--- src/rtl/eth_rx_pkg.sv ---
// Shared types, constants and the byte-parallel CRC-32 step for the Ethernet receive path.
package eth_rx_pkg;

  typedef enum logic [1:0] {IDLE, PREAMBLE, DATA, DROP} rxState_t;

  localparam logic [1:0]  PREAMBLE_DIBIT = 2'b01;
  localparam logic [1:0]  SFD_LAST_DIBIT = 2'b11;
  localparam logic [31:0] CRC_POLY       = 32'hEDB88320;
  localparam logic [31:0] CRC_INIT       = 32'hFFFFFFFF;
  localparam logic [31:0] CRC_RESIDUE    = 32'hDEBB20E3;

  // Bit positions inside err_flags = {rxer, align, len, crc}.
  localparam int ERR_CRC   = 0;
  localparam int ERR_LEN   = 1;
  localparam int ERR_ALIGN = 2;
  localparam int ERR_RXER  = 3;

  function automatic logic [31:0] crc32_d8(input logic [31:0] crc, input logic [7:0] data);
    logic [31:0] c;
    c = crc ^ {24'd0, data};
    for (int i = 0; i < 8; i++) begin
      c = c[0] ? ((c >> 1) ^ CRC_POLY) : (c >> 1);
    end
    return c;
  endfunction

endpackage

--- src/rtl/eth_crc32_d8.sv ---
// Registered reflected CRC-32, one byte per enabled cycle; also used by the transmit FCS generator.
module eth_crc32_d8
  import eth_rx_pkg::*;
(
  input  logic        i_clk,
  input  logic        i_rst_n,
  input  logic        i_init,
  input  logic        i_en,
  input  logic [7:0]  i_data,
  output logic [31:0] o_crc
);

  logic [31:0] r_crc;

  always_ff @(posedge i_clk) begin
    if (!i_rst_n) begin
      r_crc <= CRC_INIT;
    end else if (i_init) begin
      r_crc <= CRC_INIT;
    end else if (i_en) begin
      r_crc <= crc32_d8(r_crc, i_data);
    end
  end

  assign o_crc = r_crc;

endmodule

--- src/rtl/rmii_frame_receiver.sv ---
// RMII receive path: strips preamble/SFD, assembles bytes, checks FCS, length and alignment,
// and reports one status strobe per frame.
module rmii_frame_receiver
  import eth_rx_pkg::*;
#(
  parameter int MAX_FRAME_BYTES = 1518,
  parameter int MIN_FRAME_BYTES = 64
) (
  input  logic        i_clk_50_mhz,
  input  logic        i_rst_n,
  input  logic [1:0]  i_rx_d,
  input  logic        i_crs_dv,
  input  logic        i_rx_er,
  output logic [7:0]  o_data,
  output logic        o_data_valid,
  output logic        o_sof,
  output logic        o_eof,
  output logic        o_frame_ok,
  output logic [3:0]  o_err_flags,
  output logic [10:0] o_frame_len,
  output logic        o_busy,
  output logic [15:0] o_good_frame_cnt
);

  localparam logic [10:0] MAX_LEN = 11'(MAX_FRAME_BYTES);
  localparam logic [10:0] MIN_LEN = 11'(MIN_FRAME_BYTES);

  rxState_t    r_state, w_nextState;
  logic [5:0]  r_shift;
  logic [1:0]  r_dibitCnt;
  logic [10:0] r_byteCnt;
  logic        r_rxerSeen, r_lenOverflow, r_report, r_sofPending;
  logic [31:0] w_crc;

  logic [7:0]  w_byte;
  logic        w_sfd, w_dataDibit, w_byteDone, w_overflow, w_emit;
  logic        w_endFrame, w_rxerNow, w_goodFrame;
  logic [3:0]  w_endFlags;

  eth_crc32_d8 u_crc (
    .i_clk   (i_clk_50_mhz),
    .i_rst_n (i_rst_n),
    .i_init  (w_sfd),
    .i_en    (w_emit),
    .i_data  (w_byte),
    .o_crc   (w_crc)
  );

  always_ff @(posedge i_clk_50_mhz) begin
    if (!i_rst_n) begin
      r_state <= IDLE;
    end else begin
      r_state <= w_nextState;
    end
  end

  // The first low crs_dv sample always wins; PHY carrier toggling is not tracked.
  always_comb begin
    w_nextState = r_state;
    case (r_state)
      IDLE: begin
        if (i_crs_dv) begin
          w_nextState = (i_rx_d == PREAMBLE_DIBIT) ? PREAMBLE : DROP;
        end
      end
      PREAMBLE: begin
        if (!i_crs_dv) begin
          w_nextState = IDLE;
        end else if (i_rx_d == SFD_LAST_DIBIT) begin
          w_nextState = DATA;
        end else if (i_rx_d != PREAMBLE_DIBIT) begin
          w_nextState = DROP;
        end
      end
      DATA: begin
        if (!i_crs_dv) begin
          w_nextState = IDLE;
        end else if (w_overflow) begin
          w_nextState = DROP;
        end
      end
      DROP: begin
        if (!i_crs_dv) begin
          w_nextState = IDLE;
        end
      end
      default: w_nextState = IDLE;
    endcase
  end

  always_comb begin
    w_byte      = {i_rx_d, r_shift};
    w_sfd       = (r_state == PREAMBLE) && i_crs_dv && (i_rx_d == SFD_LAST_DIBIT);
    w_dataDibit = (r_state == DATA) && i_crs_dv;
    w_byteDone  = w_dataDibit && (r_dibitCnt == 2'd3);
    w_overflow  = w_byteDone && (r_byteCnt >= MAX_LEN);
    w_emit      = w_byteDone && !w_overflow;
    w_rxerNow   = (r_state == DATA) && i_rx_er;
    w_endFrame  = !i_crs_dv && ((r_state == DATA) || ((r_state == DROP) && r_report));
    w_endFlags            = 4'd0;
    w_endFlags[ERR_CRC]   = (w_crc != CRC_RESIDUE);
    w_endFlags[ERR_LEN]   = r_lenOverflow || (r_byteCnt < MIN_LEN);
    w_endFlags[ERR_ALIGN] = (r_dibitCnt != 2'd0);
    w_endFlags[ERR_RXER]  = r_rxerSeen || w_rxerNow;
    w_goodFrame = w_endFrame && (w_endFlags == 4'd0);
  end

  always_ff @(posedge i_clk_50_mhz) begin
    if (!i_rst_n) begin
      o_data           <= 8'd0;
      o_data_valid     <= 1'b0;
      o_sof            <= 1'b0;
      o_eof            <= 1'b0;
      o_frame_ok       <= 1'b0;
      o_err_flags      <= 4'd0;
      o_frame_len      <= 11'd0;
      o_good_frame_cnt <= 16'd0;
      r_shift          <= 6'd0;
      r_dibitCnt       <= 2'd0;
      r_byteCnt        <= 11'd0;
      r_rxerSeen       <= 1'b0;
      r_lenOverflow    <= 1'b0;
      r_report         <= 1'b0;
      r_sofPending     <= 1'b0;
    end else begin
      o_data_valid <= w_emit;
      o_sof        <= w_emit && r_sofPending;
      o_eof        <= w_endFrame;
      if (w_emit) begin
        o_data <= w_byte;
      end
      if (w_endFrame) begin
        o_err_flags <= w_endFlags;
        o_frame_ok  <= (w_endFlags == 4'd0);
        o_frame_len <= r_byteCnt;
        r_report    <= 1'b0;
      end
      if (w_goodFrame) begin
        o_good_frame_cnt <= o_good_frame_cnt + 16'd1;
      end

      if (w_sfd) begin
        r_dibitCnt    <= 2'd0;
        r_byteCnt     <= 11'd0;
        r_rxerSeen    <= 1'b0;
        r_lenOverflow <= 1'b0;
        r_report      <= 1'b0;
        r_sofPending  <= 1'b1;
      end else if (w_dataDibit) begin
        r_shift    <= {i_rx_d, r_shift[5:2]};
        r_dibitCnt <= r_dibitCnt + 2'd1;
        if (w_byteDone && (r_byteCnt != 11'h7FF)) begin
          r_byteCnt <= r_byteCnt + 11'd1;
        end
        if (w_emit) begin
          r_sofPending <= 1'b0;
        end
        if (w_rxerNow) begin
          r_rxerSeen <= 1'b1;
        end
        // Oversized frames keep their status so the DROP exit can report them.
        if (w_overflow) begin
          r_lenOverflow <= 1'b1;
          r_report      <= 1'b1;
        end
      end
    end
  end

  assign o_busy = (r_state != IDLE);

endmodule

--- config.mk ---
export PLATFORM = sky130hd
export DESIGN_NAME = rmii_frame_receiver
export DESIGN_NICKNAME = d
export VERILOG_FILES = /design/src/rtl/eth_rx_pkg.sv /design/src/rtl/eth_crc32_d8.sv /design/src/rtl/rmii_frame_receiver.sv
export SDC_FILE = /design/constraint.sdc
export NUM_CORES = 1
export LEC_CHECK = 0
export BUFFER_PORTS_ARGS = -buffer_cell sky130_fd_sc_hd__buf_2
export CORE_ASPECT_RATIO = 0.8
export CORE_MARGIN = 1.5
export CORE_UTILIZATION = 35
export CTS_BUF_LIST = sky130_fd_sc_hd__clkbuf_2 sky130_fd_sc_hd__clkbuf_4 sky130_fd_sc_hd__clkbuf_8
export DETAILED_ROUTE_END_ITERATION = 8
export SLEW_MARGIN = 20
export SYNTH_ARGS = -nofsm -noshare
export SYNTH_HDL_FRONTEND = slang
export SYNTH_SLANG_ARGS = --single-unit
--- constraint.sdc ---
create_clock -name i_clk_50_mhz -period 2.8 [get_ports i_clk_50_mhz]
set_input_delay 0.14 -clock i_clk_50_mhz [delete_from_list [all_inputs] [get_ports i_clk_50_mhz]]
set_output_delay 0.14 -clock i_clk_50_mhz [all_outputs]
set_load 0.03 [all_outputs]
==> flow_summary.json <==
{
  "core_area_um2": 13000,
  "drive_gt1_share_pct": 15.3,
  "rows": 37,
  "fillCellCount": 1292,
  "min-delay-start": "i_crs_dv",
  "synth_ff_type": "dfxtp_1",
  "path_max_fanout": 23,
  "p_int_w": 0.00195,
  "period_share_pct": 81.3,
  "synth_top_family_by_area": "simple AND/OR/NAND/NOR gates",
  "grt_setup_unrepaired": "false",
  "avgSynthCellArea_um2": 8.72,
  "grt_max_degree": 38,
  "grt_pass1_wl_um": 19900,
  "ys_types": 41,
  "die_h_um": 107,
  "ant_nets": 0,
  "clock_skew_ns": 0.0163,
  "cts_sinks": 100,
  "drtIter0Drc": 269,
  "ctsResizeCount": 0,
  "hp-class": "input pin to flop",
  "synth_compound_area_share_pct": 15.4,
  "dieArea_um2": 14200,
  "grt_pass1_vias": 3752,
  "slowest_delay_ns": 0.55,
  "initial_core_util_pct": 36.3,
  "endpoint_kind": "flop",
  "r2r_setup_slack_ns": 0.52,
  "cp-start-kind": "flop",
  "io-pin-count": 50,
  "vias": 4043,
  "syn_nets": 553,
  "wl_per_cell_um": 15.5,
  "first_pass_iters": 5,
  "setup.worst_path.class": "flop to flop",
  "synth_simple_gate_area_share_pct": 19.7,
  "required_ns": 3.09,
  "holdBufCountCts": 0,
  "antenna_found_initial": 0,
  "maxSlewHeadroom_pct": 33.2,
  "cts_buffers": 9,
  "share_comb_of_total_power_pct": 6.0,
  "hpwlAfterDp_um": 8520,
  "period_minus_slack_ns": 2.28,
  "drc": 0,
  "path_cells": "or4_4, nor4_4, nand4_2, buf_4, or4_1, a21oi_1",
  "clk_latency_ns": 0.36,
  "setup.worst_path.start": "u_crc.o_crc[2]$_SDFFE_PP1P_",
  "netSwitchingPower_w": 0.000587,
  "vdd_drop_max_mv": 0.253,
  "gr-total-overflow": 0,
  "tns_ns": 0,
  "seqPwrFrac_pct": 56.4,
  "root_buffer": "clkbuf_8",
  "finalPower_w": 0.00254,
  "vias_per_cell": 5.26,
  "synth_xor_xnor_area_share_pct": 15.0,
  "fmax_mhz": 439,
  "synth_seq_cells": 100,
  "synth_area_um2": 4720,
  "area_growth_pct": 14.4,
  "diodes": 0,
  "switching_share_pct": 23.1,
  "clkTransAtPathRegs_ns": 0.10,
  "place_congestion": 0.878,
  "drv_slew": 0,
  "clockPowerShare_pct": 37.6,
  "clk_path_buf_depth": 2,
  "grtUsageTotal_pct": 17.5,
  "timing_hold_violations_final": 0,
  "slowest_stage": "or4_4",
  "synthMuxAreaShare_pct": 2.75,
  "yosys_warnings": 0,
  "ys_async_sr_fraction_pct": 0,
  "synth_edf_count": 0,
  "reg2reg_from": "u_crc.o_crc[2]$_SDFFE_PP1P_",
  "syn-instance-count": 542,
  "powerDensity_nw_per_um2": 470,
  "cts-htree-levels": 3,
  "wl_um": 11900,
  "cts_setup_buffers": 0,
  "worst_pin_slew_ns": 0.994,
  "p_leak_nw": 1.95,
  "tritoncts": "built",
  "maxCapViolCount": 0,
  "fp.dieW_um": 133,
  "crit_arrival_ns": 2.56,
  "num-nets-final": 599,
  "status": "completed",
  "port_buffers": 49,
  "setup_viol": 0,
  "synthAdderAreaFrac_pct": 1.32,
  "ys_seq_area_share_pct": 42.4
}
[layout by cell type, fill, tap and decap left out, types with 18 or more instances in the layout]
| cell | instances |
|---|---|
| nor2_1 | 29 |
| nand2_1 | 52 |
| a21oi_1 | 43 |
| buf_2 | 49 |
| buf_4 | 18 |
| nand3_1 | 29 |
| o21ai_0 | 41 |
| dfxtp_1 | 100 |
| xnor2_1 | 62 |
| o211ai_1 | 22 |
[per-layer routing]
layer	vias up	routed length, µm	GRT usage, %
met5	-	0	0
met1	1926	6210	26.3
li1	2000	-	-
met2	111	5010	24.8
met3	6	606	3.69
met4	0	108	4.79
[cell usage after synthesis (8+ instances only)]
cell	number	area [µm²]
inv_1	10	37.5
nand3_1	29	145
xnor2_1	62	543
nand2_1	52	195
xor2_1	17	149
mux2i_1	13	130
nand4_1	10	62.6
nand2b_1	10	62.6
nor2_1	29	109
dfxtp_1	100	2000
clkbuf_1	30	113
o211ai_1	22	165
nor4_1	10	62.6
o21ai_0	41	205
a21oi_1	43	215
or4_1	8	60.1
[power groups by stage]
stage	clock, W	combinational, W	sequential (W)
6_report	0.000954	0.000153	0.00143
5_1_grt	0.00103	0.000168	0.00143
4_1_cts	0.000984	0.000153	0.00143
3_5_place_dp	0	0.000153	0.00147
3_3_place_gp	0	0.000152	0.00147
2_1_floorplan	0	0.000109	0.00147
[layout make-up]
type | instances | area [µm²] | share of cell area (%)
Clock buffer | 13 | 160 | 2.96
Tap cell | 175 | 219 | 4.05
Timing Repair Buffer | 67 | 380 | 7.04
Clock inverter | 3 | 46.3 | 0.857
Inverter | 10 | 37.5 | 0.695
Sequential cell | 100 | 2000 | 37.1
Multi-Input combinational cell | 400 | 2560 | 47.3
[registers in the layout, indices dropped and copies added (netlist names)]
register	flops
o_frame_ok	1
u_crc.o_crc	32
r_state	2
r_sofPending	1
r_lenOverflow	1
r_rxerSeen	1
o_frame_len	11
r_shift	6
o_err_flags	4
o_sof	1
o_eof	1
o_good_frame_cnt	16
o_data_valid	1
o_data	8
r_report	1
r_byteCnt	11
r_dibitCnt	2
[worst max-delay path, delay by kind of cell, from the launching register on]
| kind | cells | cell delay, ns |
|---|---|---|
| buffers and inverters | 1 | 0.23 |
| AOI/OAI and AO/OA | 1 | 0.14 |
| and+or+nand+nor | 4 | 1.48 |
| DFF | 1 | 0.34 |
[kinds of logic (layout without fill, tap and decap cells)]
logic type / Yosys count / after routing
and+or+nand+nor: 177 / 177
adders and majority gates: 5 / 5
AOI/OAI and AO/OA: 125 / 125
buffers and inverters: 42 / 93
xor gates and xnor gates: 80 / 80
muxes: 13 / 13
DFF: 100 / 100
[through the flow]
step | std cells | utilization, % | hold WS (ns) | setup slack [ns] | instance area [µm²]
floorplan | 542 | - | 0.284 | 0.675 | 4720
global route | 768 | 41.5 | 0.105 | 0.393 | 5400
finish | 768 | 41.5 | 0.102 | 0.524 | 5400
CTS | 768 | 41.5 | 0.0837 | 0.527 | 5400
global placement | 752 | 39.9 | 0.439 | 0.586 | 5200
detailed placement | 752 | 39.9 | 0.445 | 0.548 | 5200
[worst paths after layout]
check,to,cells past startpoint
hold / removal,r_state[0]$_SDFFE_PN0P_,3
setup reg to reg,o_good_frame_cnt[8]$_SDFFE_PN0P_,6
hold reg to reg,r_report$_SDFF_PP0_,2
setup / recovery,o_good_frame_cnt[8]$_SDFFE_PN0P_,6
No activity file was read; power rests on OpenSTA's default activity.
